`src/rtl/cpu_sequencer.sv`:
```
// Four-state fetch/decode/execute sequencer: fetches into ir, gates decoder strobes to a single
// completing cycle, stalls on IO handshakes and computes the next pc from the branch select.
module cpu_sequencer #(
    parameter int unsigned PC_WIDTH = 8
) (
    input  logic                clk,
    input  logic                reset,
    input  logic [16:0]         imem_data,
    input  logic                imem_ready,
    input  logic [1:0]          BS_in,
    input  logic                PS_in,
    input  logic                RW_in,
    input  logic                MW_in,
    input  logic                out_we_in,
    input  logic                in_en_in,
    input  logic                zero,
    input  logic [PC_WIDTH-1:0] branch_target,
    input  logic [PC_WIDTH-1:0] jump_target,
    input  logic                in_valid,
    input  logic                out_ready,
    output logic [PC_WIDTH-1:0] pc,
    output logic                imem_req,
    output logic [16:0]         ir,
    output logic                RW,
    output logic                MW,
    output logic                out_we,
    output logic                in_en,
    output logic                retire,
    output logic [15:0]         retired_count
);

    localparam logic [1:0] FETCH  = 2'b00;
    localparam logic [1:0] DECODE = 2'b01;
    localparam logic [1:0] EXEC   = 2'b10;
    localparam logic [1:0] IOWAIT = 2'b11;

    logic [1:0]          state_q, state_d;
    logic [PC_WIDTH-1:0] pc_q, pc_next, pc_inc;
    logic [16:0]         ir_q;
    logic [15:0]         count_q;
    logic                io_block, complete, fire;

    always_comb begin
        io_block = (in_en_in && !in_valid) || (out_we_in && !out_ready);
        complete = ((state_q == EXEC) || (state_q == IOWAIT)) && !io_block;
        // Reset wins over a completing cycle: no strobe, no retire.
        fire     = complete && !reset;
    end

    always_comb begin
        pc_inc  = pc_q + PC_WIDTH'(1);
        pc_next = pc_inc;
        case (BS_in)
            2'b00:   pc_next = pc_inc;
            2'b01:   pc_next = zero ? branch_target : pc_inc;
            2'b10:   pc_next = jump_target;
            default: pc_next = (PS_in && zero) ? pc_inc : branch_target;
        endcase
    end

    always_comb begin
        state_d = state_q;
        case (state_q)
            FETCH:        state_d = imem_ready ? DECODE : FETCH;
            DECODE:       state_d = EXEC;
            EXEC, IOWAIT: state_d = io_block ? IOWAIT : FETCH;
            default:      state_d = FETCH;
        endcase
    end

    always_ff @(posedge clk) begin
        if (reset) begin
            state_q <= FETCH;
            pc_q    <= '0;
            ir_q    <= '0;
            count_q <= '0;
        end else begin
            state_q <= state_d;
            if (state_q == FETCH && imem_ready) begin
                ir_q <= imem_data;
            end
            if (complete) begin
                pc_q    <= pc_next;
                count_q <= count_q + 16'd1;
            end
        end
    end

    always_comb begin
        pc            = pc_q;
        ir            = ir_q;
        retired_count = count_q;
        imem_req      = (state_q == FETCH);
        retire        = fire;
        RW            = fire && RW_in;
        MW            = fire && MW_in;
        out_we        = fire && out_we_in;
        in_en         = fire && in_en_in;
    end

endmodule

```
`config.mk`:
```
export PLATFORM = sky130hd
export DESIGN_NAME = cpu_sequencer
export DESIGN_NICKNAME = d
export VERILOG_FILES = /design/src/rtl/cpu_sequencer.sv
export SDC_FILE = /design/constraint.sdc
export NUM_CORES = 1
export LEC_CHECK = 0
export ABC_AREA = 1
export CAP_MARGIN = 15
export CORE_ASPECT_RATIO = 0.75
export CORE_MARGIN = 2
export CORE_UTILIZATION = 47
export DETAILED_ROUTE_END_ITERATION = 8
export PLACE_DENSITY = 0.85
export SLEW_MARGIN = 10
export SYNTH_ARGS = -nofsm -noshare
export SYNTH_HDL_FRONTEND = slang
export SYNTH_SLANG_ARGS = --single-unit
```
`constraint.sdc`:
```
create_clock -name clk -period 3.5 [get_ports clk]
set_input_delay 0.7 -clock clk [delete_from_list [all_inputs] [get_ports clk]]
set_output_delay 0.7 -clock clk [all_outputs]
set_load 0.1 [all_outputs]
```
# After elaboration in Yosys (flattened, before gate mapping)
# Index checks and enable logic that the tools add are counted.
[totals]
reg_bits = 43
input_bits = 46
out_inout_bits = 47
[classes]
n_addsub = 2
eq_ne = 5
n_mux = 6
reduce_logical = 19
[op_table]
columns = ["operator", "count"]
rows = [
  ["case mux 8 bit (3 select lines)", 1],
  ["adder 16 x 1 -> 16 bit (second input constant)", 1],
  ["two-way mux 8 bit", 2],
  ["logical AND 1 bit", 10],
  ["adder 8 x 1 -> 8 bit (second input constant)", 1],
  ["== test 2 bit (second input constant)", 3],
  ["case mux 2 bit (3 select lines)", 1],
  ["== test 2 x 1 -> 1 bit (second input constant)", 2],
  ["logical NOT 1 bit", 4],
  ["logical NOT 2 bit", 2],
  ["logical OR 1 bit", 2],
  ["two-way mux 2 bit", 1],
  ["OR reduction 2 bit", 1],
  ["two-way mux 1 bit", 1],
]

# Logic depth before layout (Yosys ltp)
[depth]
depth_word = 7
mapped_depth = 10
ltp_nobuf = 10

# Least setup slack after synthesis
# OpenSTA, ideal clock, no wires.
[synth_timing]
path_type = "in2out"
from = "input in_valid"
to = "output MW"
arrival_time_ns = 3.898
required_ns = 2.800
setup_slack_ns = -1.098
path_stages = 6
cell_sequence = "inv_1 nand2_1 nand3_1 nor2_1 inv_1 nor2_1"
[synth_via]
elab_chain_cells = 7
[synth_lines]
columns = ["element", "line", "rtl"]
rows = [
  ["from (decl)", "19", "input logic in_valid,"],
  ["logical NOT 1 bit", "44", "io_block = (in_en_in && !in_valid) || (out_we_in && !out_ready);"],
  ["logical AND 1 bit", "44", ""],
  ["logical OR 1 bit", "44", ""],
  ["logical NOT 1 bit", "45", "complete = ((state_q == EXEC) || (state_q == IOWAIT)) && !io_block;"],
  ["logical AND 1 bit", "45", ""],
  ["logical AND 1 bit", "47", "fire = complete && !reset;"],
  ["via retire", "28", "output logic retire,"],
  ["logical AND 1 bit", "96", "MW = fire && MW_in;"],
  ["to (decl)", "25", "output logic MW,"],
]
# The timed path passes the listed nets, and every way through them passes these cells.

# Final worst setup path
[layout_timing]
from = "input in_valid"
to = "output in_en"
[layout_via]
elab_chain_cells = 7
[layout_lines]
columns = ["element", "line", "rtl"]
rows = [
  ["logical NOT 1 bit", "44", ""],
  ["logical AND 1 bit", "44", ""],
  ["logical OR 1 bit", "44", ""],
  ["logical NOT 1 bit", "45", ""],
  ["logical AND 1 bit", "45", ""],
  ["logical AND 1 bit", "47", ""],
  ["logical AND 1 bit", "98", "in_en = fire && in_en_in;"],
  ["to (decl)", "27", "output logic in_en,"],
]
# No other way between the ends.

==> run metrics <==
die width approximately 86 µm; dpl cells 514; Max Clk Rate 370 MHz; Ys Warns 0; final net count 509; Hold Path Class flip-flop to flip-flop; # rows 22; GR peak layer met2; initial core utilization 48.7%; Reg-to-Reg End retired_count[5]$_SDFFE_PP0N_; Synth area leader dfxtp_1; CTS Buffer Depth 2; post-route ant nets 0; met3 usage under 10%; Final setup viols 0; vias in the first global route between 2000 and 3000; hold_buf cts 0; Worst Skew 8.17 ps; Post-DP Area 3370 µm²; Clock Latency Late Sink around 300 ps; Yosys reg bits 43; layout cells sized above 1 10.8%; status complete, no violations; CP Max Fanout 4; Syn Inst Count 370; largest net degree at the start of global routing 33; Arr. time, crit path 2000 ps; Vias per Instance 5.25; postcts setup bufs 0; Setup CP Type input port to output port; Inserted Diodes 0; setup_tns 0 ps; pwr dens 402 nW/µm²; first-pass GRT wire length 11000 µm; met1 usage 31.6%; pre-CTS WS between 700 and 800 ps; fin crit share 77.3%; Cells on Worst Hold Path 2; post-route setup slack 796 ps; total grt overflow 0; Reg clk slew, reported paths 90 ps; Cell variety after synth 30; antenna violations before repair 0; DR WL/cell around 13 µm; Worst-Margin Slew 990 ps; post_cts resized 0; final instance area 3490 µm²; routability cong. 0.878; crit path time final 2700 ps; Slew Limit Fails 0; H-tree depth 2; worst r2r path cells 7; TritonCTS Sinks 43; crit end category output port; RSZ-0062 raised after global routing false; GR met2 Demand/Resource 40.2%; max-cap violation count 0; hold endpoint ir[14]$_SDFFE_PP0P_; die area 5630 µm²; post-layout util 71.6%; fillcell total between 300 and 400; Final Hold Viols 0; routed wire length 6620 µm; Syn Nets between 400 and 500; Worst EP required 2800 ps; worst rel slew slack between 30% and 40%; Worst R2R Start state_q[1]$_SDFF_PP0_; dominant cells by area after synthesis dfxtp_1, nand2_1, nor2_1, o21ai_0, inv_1; synthesized area per cell 6.41 µm²; die height ~66 µm; Leak 1.42 nW; VDD IR max 0.306 mV; R2R setup slack 1910 ps; top-area cell type share of the netlist area 36.3%; Cell Area, Synth 2370 µm²; post-synthesis sequential area ratio 36.3%; Iter 0 DRT Violations 192; boundary pin count 93; Root Driver clkbuf_8; post-DP HPWL 5090 µm; Area growth, synth to finish 47.2%; non-filler cells, final 522; IO Port Bufs 92; core footprint 4870 µm²; vias after detailed routing approximately 2700; HP Start ir[14]$_SDFFE_PP0P_; Startpoint Class input port; GRT Total Usage between 20% and 30%; drt first pass iters 5; CTS buffer count 5; residual DRC count 0; critical path startpoint in_valid; TritonCTS clock tree built
cell usage after synthesis, drive strengths merged:
library cell	instances
nor2	78
nand3	21
clkinv	1
xnor2	3
clkbuf	5
nand2	80
dfxtp	43
nor3	6
o21ai	45
nand4	3
xor2	3
o21bai	1
buf	6
inv	41
a21boi	2
a21oi	26
ha	2
nand3b	2
a31oi	1
a211oi	1
worst max-delay path, cell delays in order:
cell             delay [ps]
clkdlybuf4s50_1         450
inv_1                    30
nand2_1                  60
nand3_1                 140
nor2_4                  170
inv_1                   120
nor2_2                  140
buf_12                  190
final cells by class:
cell class                      count  area [µm²]  share of cell area, %
Multi-Input combinational cell    274        1310                   37.6
Timing Repair Buffer               95         968                   27.8
Sequential cell                    43         861                   24.7
Inverter                           42         158                   4.52
Tap cell                           60        75.1                   2.15
Clock buffer                        5        68.8                   1.97
Clock inverter                      3        47.5                   1.36
stage by stage:
step                hold slack, ps  power [W]
global placement               461    0.00101
detailed placement             474    0.00102
CTS                            494    0.00140
floorplan                      476   0.000878
finish                         490    0.00140
global route                   514    0.00146
worst max-delay path by stage:
stage | depth (start not counted) | end
floorplan | 6 | MW
global placement | 8 | in_en
detailed placement | 8 | in_en
CTS | 8 | in_en
global route | 8 | MW
finish | 8 | in_en
power by group:
part / total [W] / internal (W) / switching, W
sequential: 0.000540 / 0.000519 / 0.0000215
clock: 0.000396 / 0.000216 / 0.000180
combinational: 0.000467 / 0.000136 / 0.000332
total: 0.00140 / 0.000871 / 0.000533
registers in the layout, summed over array words and instances, names as in the netlist:
signal         cells
pc                 8
ir                17
state_q            2
retired_count     16
layer usage:
layer / share of wire (%) / up-vias
met1: 44 / 1256
met5: 0 / -
met3: 8.6 / 9
li1: - / 1360
met4: 0.85 / 0
met2: 46 / 117
cells by family (layout without fill, tap and decap cells):
group	after synthesis	in the layout	synth area share [%]
and+or+nand+nor	190	190	34.8
AOI/OAI and AO/OA	76	76	16.5
buffers and inverters	53	145	9.13
DFF	43	43	36.3
xor gates and xnor gates	6	6	2.22
adders and majority gates	2	2	1.06
cell usage in the layout, fill, tap and decap left out, types with 3 or more instances in the layout:
master           netlist  final
clkbuf_8               0      5
nand4_1                3      3
nor2_2                 6     10
xor2_1                 3      3
a21oi_1               26     26
buf_12                 0      5
nor2_4                 3      4
xnor2_1                3      3
nand2_1               74     74
o21ai_0               43     43
inv_1                 38     38
nand2_2                5      5
nor2_1                69     64
nor3_1                 5      5
nand3_1               21     21
clkdlybuf4s50_1        0     77
dfxtp_1               43     43
buf_4                  2     13
inv_2                  3      3
No activity file was read; power rests on OpenSTA's default activity.
